### src/rtl/regfile_pkg.sv
// Shared types and constants for the scrubbed register file.
package regfile_pkg;

  typedef enum logic {IDLE, SCRUB} scrub_state_t;

  localparam int ADDR_W = 5;

endpackage

### src/rtl/regfile_scrub_fsm.sv
// Scrub sequencer: walks ptr from 1 to DEPTH-1, asserting clr_we for one register per cycle.
// state | meaning
// IDLE  | normal operation, clr sampled each cycle
// SCRUB | zeroing reg[ptr] this cycle, busy high, clr ignored
module regfile_scrub_fsm
  import regfile_pkg::*;
#(
  parameter int DEPTH = 32,
  parameter int PTR_W = $clog2(DEPTH)
) (
  input  logic             clk,
  input  logic             rst,
  input  logic             clr,
  output logic             busy,
  output logic [PTR_W-1:0] ptr,
  output logic             clr_we
);

  // Compare against a constant of ptr width so a non-power-of-2 DEPTH never wraps.
  localparam logic [PTR_W-1:0] PTR_FIRST = PTR_W'(1);
  localparam logic [PTR_W-1:0] PTR_LAST  = PTR_W'(DEPTH - 1);

  scrub_state_t     state_q, state_d;
  logic [PTR_W-1:0] ptr_q, ptr_d;

  always_ff @(posedge clk or negedge rst) begin
    if (!rst) begin
      state_q <= IDLE;
      ptr_q   <= PTR_FIRST;
    end else begin
      state_q <= state_d;
      ptr_q   <= ptr_d;
    end
  end

  always_comb begin
    state_d = state_q;
    ptr_d   = ptr_q;
    case (state_q)
      IDLE: begin
        if (clr) begin
          state_d = SCRUB;
          ptr_d   = PTR_FIRST;
        end
      end
      SCRUB: begin
        if (ptr_q == PTR_LAST) begin
          state_d = IDLE;
          ptr_d   = PTR_FIRST;
        end else begin
          ptr_d = ptr_q + PTR_W'(1);
        end
      end
      default: begin
        state_d = IDLE;
        ptr_d   = PTR_FIRST;
      end
    endcase
  end

  assign busy   = (state_q == SCRUB);
  assign clr_we = (state_q == SCRUB);
  assign ptr    = ptr_q;

endmodule

### src/rtl/regfile_scrub.sv
// 2-read/1-write register file with reg 0 tied to zero, display taps and a sequential scrub.
// Build option: define REGFILE_BYPASS_EN to forward same-cycle write data to rd1/rd2.
module regfile_scrub
  import regfile_pkg::*;
#(
  parameter int N     = 8,
  parameter int DEPTH = 32,
  parameter int NDISP = 8
) (
  input  logic                clk,
  input  logic                rst,
  input  logic                we3,
  input  logic [ADDR_W-1:0]   wa3,
  input  logic [N-1:0]        wd3,
  input  logic [ADDR_W-1:0]   ra1,
  input  logic [ADDR_W-1:0]   ra2,
  output logic [N-1:0]        rd1,
  output logic [N-1:0]        rd2,
  input  logic                clr,
  output logic                busy,
  output logic [NDISP*N-1:0]  disp
);

  localparam int PTR_W = $clog2(DEPTH);

  logic [N-1:0]     regs_q [DEPTH];
  logic [N-1:0]     regs_d [DEPTH];
  logic [PTR_W-1:0] ptr;
  logic             clr_we;
  logic             wr_ok;

  regfile_scrub_fsm #(
    .DEPTH (DEPTH),
    .PTR_W (PTR_W)
  ) u_fsm (
    .clk    (clk),
    .rst    (rst),
    .clr    (clr),
    .busy   (busy),
    .ptr    (ptr),
    .clr_we (clr_we)
  );

  assign wr_ok = we3 && !busy && (wa3 != '0) && (32'(wa3) < DEPTH);

  // Scrub wins over a write; in practice busy already blocks the write port.
  always_comb begin
    regs_d = regs_q;
    if (clr_we) begin
      regs_d[ptr] = '0;
    end else if (wr_ok) begin
      regs_d[wa3] = wd3;
    end
    regs_d[0] = '0;
  end

  always_ff @(posedge clk or negedge rst) begin
    if (!rst) begin
      for (int i = 0; i < DEPTH; i++) begin
        regs_q[i] <= '0;
      end
    end else begin
      regs_q <= regs_d;
    end
  end

  always_comb begin
    rd1 = '0;
    rd2 = '0;
    if ((ra1 != '0) && (32'(ra1) < DEPTH)) begin
      rd1 = regs_q[ra1];
    end
    if ((ra2 != '0) && (32'(ra2) < DEPTH)) begin
      rd2 = regs_q[ra2];
    end
`ifdef REGFILE_BYPASS_EN
    if (wr_ok && (ra1 == wa3)) begin
      rd1 = wd3;
    end
    if (wr_ok && (ra2 == wa3)) begin
      rd2 = wd3;
    end
`endif
  end

  always_comb begin
    disp = '0;
    for (int k = 0; k < NDISP; k++) begin
      disp[k*N +: N] = regs_q[k];
    end
  end

endmodule

### config.mk
export PLATFORM = sky130hd
export DESIGN_NAME = regfile_scrub
export DESIGN_NICKNAME = d
export VERILOG_FILES = /design/src/rtl/regfile_pkg.sv /design/src/rtl/regfile_scrub_fsm.sv /design/src/rtl/regfile_scrub.sv
export SDC_FILE = /design/constraint.sdc
export NUM_CORES = 1
export LEC_CHECK = 0
export BUFFER_PORTS_ARGS = -buffer_cell sky130_fd_sc_hd__buf_4
export CELL_PAD_IN_SITES_DETAIL_PLACEMENT = 1
export CELL_PAD_IN_SITES_GLOBAL_PLACEMENT = 2
export CORE_AREA = 2 2 191 193
export CTS_CLUSTER_SIZE = 20
export DETAILED_ROUTE_END_ITERATION = 6
export DIE_AREA = 0 0 193 195
export PLACE_DENSITY_LB_ADDON = 0.1
export SLEW_MARGIN = 20
export SYNTH_ARGS = -nofsm -noshare
export SYNTH_HDL_FRONTEND = slang
export SYNTH_SLANG_ARGS = --single-unit
### constraint.sdc
create_clock -name clk -period 3.5 [get_ports clk]
set_input_delay 1.05 -clock clk [delete_from_list [all_inputs] [get_ports clk]]
set_output_delay 1.05 -clock clk [all_outputs]
set_load 0.05 [all_outputs]
=== Word-level counts from Yosys, hierarchy flattened ===
Index checks and enable logic that the tools add are counted.

* Eq/ne operators: 2
* Reduce and logical (&&, ||, !) cells: 9
* Shift operators: 0
* Bitwise logic cells: 7
* Multipliers: 0
* Divide/modulo/power cells: 0
* Mux-type cells: 21
* Order comparisons: 6
* Add/sub/neg operators: 1

{| class="wikitable"
|+ Operators by type and width
! cell !! number
|-
| $mux W248 || 2
|-
| $bwmux W256 || 1
|-
| $and A248 B248 Y248 || 1
|-
| $not A248 Y248 || 1
|-
| $bmux W8 S5 || 2
|-
| $demux W8 S5 || 2
|-
| $mux W8 || 8
|-
| $ge A6 B6 Y1 const B || 4
|-
| $not A5 Y6 || 4
|-
| $reduce_bool A5 Y1 || 3
|-
| $lt A6 B1 Y1 const B || 2
|-
| $mux W5 || 2
|-
| $pmux W5 S2 || 1
|-
| $add A5 B1 Y5 const B || 1
|-
| $eq A5 B5 Y1 const B || 1
|-
| $logic_and A1 B1 Y1 || 4
|-
| $mux W1 || 2
|-
| $ne A2 B2 Y1 const B || 1
|-
| $pmux W1 S2 || 1
|-
| $reduce_bool A2 Y1 || 1
|-
| $logic_not A1 Y1 || 1
|-
| $not A1 Y1 || 1
|}

* Logic and storage cells: 79
* Latch bits: 0
* Register bits: 254
* Bits in writable memories: 0
* Input bits: 27
* ROM bits: 0
* Memories kept: 0

=== Logic depth before layout (Yosys ltp) ===
* Depth after elaboration: 8
* Gate-level depth with buffers: 8

=== Modules after synthesis ===
Synthesis repeated with hierarchy kept, for this count alone.

* Cells, all modules: 1683
* Area total of the unflattened synthesis: 15389.8 sq um

{| class="wikitable"
|+ Modules (own cells, without submodules)
! module !! cells each !! area each (sq um) !! instances !! sequential area each (sq um)
|-
| regfile_scrub || 1654 || 15064.4 || 1 || 6206.0
|-
| regfile_scrub_fsm || 29 || 325.3 || 1 || 151.4
|}

=== Least setup slack after synthesis ===
OpenSTA, ideal clock, no wires.

* Path type: input to output
* From: input port ra2[2]
* To: output port rd2[3]
* Path buffers: 3
* Stages: 7
* Arrival time: 3.487 ns
* Data required time: 2.450 ns
* Path slack: -1.037 ns
* Path through: buf_2 -> or2_1 -> clkbuf_1 -> buf_2 -> o22ai_1 -> nor3_1 -> nor4_1

* Cells in the longest elaborated chain, start to end: 5
* Elaborated cells between the ends (all ways): 6

{| class="wikitable"
|+ Ends and longest elaborated chain
! what !! RTL line !! source
|-
| from (decl) || regfile_scrub.sv:16 || <nowiki>input logic [ADDR_W-1:0] ra2,</nowiki>
|-
| $not A5 Y6 (implied by the code) || regfile_scrub.sv:74 || <nowiki>rd2 = regs_q[ra2];</nowiki>
|-
| $bmux W8 S5 || regfile_scrub.sv:74 ||
|-
| $mux W8 (implied by the code) (2 in a row) || regfile_scrub.sv:74 ||
|-
| $mux W8 * || regfile_scrub.sv:73 || <nowiki>if ((ra2 != '0) && (32'(ra2) < DEPTH)) begin</nowiki>
|-
| to (decl) || regfile_scrub.sv:18 || <nowiki>output logic [N-1:0] rd2,</nowiki>
|}

Every way passes the cells marked *; elsewhere a longest branch is shown, timed or not. The select of a mux whose other input is x is not followed.

=== Worst setup path after layout ===
* From: input port ra1[0]
* To: output port rd1[0]

* Cells in the longest elaborated chain, start to end: 5
* Elaborated cells between the ends (all ways): 6

{| class="wikitable"
|+ Ends and longest elaborated chain
! what !! RTL line !! source
|-
| from (decl) || regfile_scrub.sv:15 || <nowiki>input logic [ADDR_W-1:0] ra1,</nowiki>
|-
| $not A5 Y6 (implied by the code) || regfile_scrub.sv:71 || <nowiki>rd1 = regs_q[ra1];</nowiki>
|-
| $bmux W8 S5 || regfile_scrub.sv:71 ||
|-
| $mux W8 (implied by the code) (2 in a row) || regfile_scrub.sv:71 ||
|-
| $mux W8 * || regfile_scrub.sv:70 || <nowiki>if ((ra1 != '0) && (32'(ra1) < DEPTH)) begin</nowiki>
|-
| to (decl) || regfile_scrub.sv:17 || <nowiki>output logic [N-1:0] rd1,</nowiki>
|}

Marked as above.

==> results.cfg <==
[timing]
setup_viol = 15
fin_ws_ns = -0.228
clock.fmax_mhz = 268
period_minus_slack_ns = 3.73
rsz0062_at_grt = true
slew-limit-headroom_pct = 34.1
skew_ns = 0.0249
hold_viol_final = 0
slew_violations = 0
worstMarginPinSlew_ns = 0.988
fin_crit_sh_pct = 107

[power]
p_comb_share_pct = 32.8
max-vdd-ir-drop_uv = 408
p_sw_share_pct = 39.1
switching_power_mw = 4.11
power_frac_seq_pct = 38.0
power.internal_mw = 6.40
p_leak_nw = 8.22
p_clk_share_pct = 29.2
power_density_nw_per_um2 = 552

[global_routing]
grt_pass1_wl_mm = 88.3
overflow = 0
grt_pass1_vias = 12560
antenna_found_initial = 0
grt_start_max_net_pins = 79
track_usage_pct = 32.3

[cts]
clockBufferDepth = 3
cts_buffers = 30
holdBufCountCts = 0
clockRootBuffer = clkbuf_16
cts_tree = done
clock_latency_ns = 0.60
cts_max_level = 1
cts_sinks = 254
clkTransAtPathRegs_ns = 0.06

[drt]
vias = 12392
via_per_inst = 6.42
drtAntennaViolNets = 0
routedWlPerCell_um = 31.5
first_pass_iters = 6
drc = 0
drt-initial-drc-count = 995
totalWireLength_mm = 60.7

[floorplanning]
io_pins = 108
initial_core_util_pct = 40.8
design.core.area_sq_um = 35400
dieArea_sq_um = 37600
die_w_um = 193
rows = 69
fp.dieH_um = 195

[cells_and_area]
layout_common_cells = 253 x dfrtp_1, 200 x buf_4, 184 x a22o_1, 113 x mux2i_1, 100 x nand2_1
drive_above_1_share_pct = 39.4
final_cells = 1930
layout_commonest_cell = dfrtp_1
n_antenna_cell = 0
fin_nets = 1478
area_growth_pct = 31.7
final_area_sq_um = 19000
fillCellCount = 3658

[critical_path]
reg2reg_depth = 7
r2r_end = disp[40]
slowest_delay_ns = 0.28
cp-start-kind = input pin
cp_common_cell = buf_12
arrival_ns = 2.68
critPathCaptureType = output port
cp_cell_sequence = buf_12 > buf_12 > buf_12 > a211oi_4 > a2111oi_4 > buf_4 > nor3_4 > o221a_4 > buf_8
r2r_start = u_fsm.busy
regToRegSetupSlack_ns = 1.00
worstSetupPathType = in2out
worstPathRequired_ns = 2.45
cp_slowest_cell = a211oi_4
cp_max_fo = 14

[placed_design]
dpl_cell_area_sq_um = 16300
portBuffers = 99
dpl.hpwl_mm = 40.8
dp_cells = 1856
gp_congestion = 0.914

[run_status]
violations = negative setup slack
status = finished, violations left

[synthesis]
yosysSeqAreaShare_pct = 44.0
synth_top_cell_area_share_pct = 43.8
synth_cell_types = 51
synth_edf_count = 0
post-synth-top-area-cell = dfrtp_1
ys.flop_type = dfrtp_1
netlist_area_sq_um = 14500
synthArstFlopShare_pct = 100
yosysWarnings = 0
synthTopCellsByArea = dfrtp_1 44%, a22o_1 11%, mux2i_1 9.3%
syn_inst = 1303
ys_seq_elements = 254
syn_area_per_cell_sq_um = 11.1

[worst_hold_path]
min_path_type = in2async

[run]
drv_cap = 0
[sequential cells by signal, indices dropped and copies added (netlist names)]
name / count
u_fsm.ptr: 5
disp: 56
regs_q: 192
u_fsm.busy: 1
[how the worst max path moves through the flow]
stage | start | to | slack, ns | cells after the start
after floorplan | ra2[0] | rd2[1] | -0.02 | 7
after global placement | ra1[1] | rd1[5] | -0.74 | 8
after detailed placement | ra1[1] | rd1[6] | -0.72 | 9
after CTS | ra1[1] | rd1[2] | -0.18 | 7
after global routing | ra1[1] | rd1[4] | -0.27 | 7
final | ra1[0] | rd1[0] | -0.23 | 9
[cell type report]
| class | count | area [sq um] | share of cell area (%) |
|---|---|---|---|
| flip-flops and latches | 254 | 6360 | 33.4 |
| well taps | 461 | 577 | 3.03 |
| repair buffers | 267 | 2680 | 14.1 |
| multi-input cells | 879 | 8440 | 44.3 |
| clock buffers | 39 | 795 | 4.17 |
| inverters | 13 | 48.8 | 0.256 |
| clock inverters | 17 | 144 | 0.756 |
[cells by family (layout without fill, tap and decap cells)]
kind of cell,after synthesis,after routing,share of synthesized area (%)
multiplexers,191,191,17.6
flip-flops,254,254,44.0
AND/OR/NAND/NOR,283,284,10.2
other,1,8,0.0259
adder cells (fa/ha/maj),6,6,0.519
XOR/XNOR,2,2,0.121
AO/OA/AOI/OAI,388,388,20.2
buffers and inverters,178,336,7.36
[Yosys cell counts (16+ instances only)]
library cell  number
buf_2             26
buf_4             76
nand2_1          103
o22ai_1           54
clkbuf_1          48
mux2i_1          134
a22o_1           184
a21oi_1           16
dfrtp_1          253
mux4_2            50
o21ai_0           79
nand3_1           31
nor2_1            32
nor3_1            37
[critical path: cells and delay by family]
kind / cells / cell delay [ns]
buffers and inverters: 5 / 0.79
AOI/OAI and AO/OA: 3 / 0.63
and+or+nand+nor: 1 / 0.18
[power groups by stage]
stage	sequential (mW)	combinational [mW]	clock, mW
finish	3.99	3.45	3.07
global route	4.03	3.63	3.21
CTS	3.96	3.32	3.11
detailed placement	3.99	3.02	0
global placement	3.99	2.99	0
floorplan	3.72	2.02	0
[routing by layer]
metal | part of all wire (%) | GRT usage [%] | vias to the layer above | wire (um)
met2 | 46 | 51.1 | 510 | 28200
li1 | - | - | 5204 | -
met1 | 43 | 45.5 | 6556 | 26100
met5 | 0 | 0 | - | 0
met4 | 3.9 | 10.4 | 0 | 2380
met3 | 6.8 | 5.30 | 122 | 4100
[through the flow]
| stage | hold slack (ns) | worst slack [ns] | total power [mW] | setup TNS (ns) | utilization (%) |
|---|---|---|---|---|---|
| final | 0.473 | -0.228 | 10.5 | -2.04 | 53.8 |
| after global routing | 0.499 | -0.270 | 10.9 | -2.40 | 53.8 |
| after detailed placement | 0.502 | -0.725 | 7.01 | -7.77 | 45.9 |
| after global placement | 0.495 | -0.737 | 6.97 | -7.81 | 45.9 |
| after floorplan | 0.477 | -0.0191 | 5.74 | -0.0695 | - |
| after CTS | 0.469 | -0.181 | 10.4 | -1.66 | 52.7 |
[timing repair]
item | in CTS | in global routing
resized for setup | 236 | 70
setup endpoints to repair | 16 | 16
pin swaps | 49 | 33
gates cloned | 9 | 1
buffers inserted | 20 | 5
No activity file was read; power rests on OpenSTA's default activity.
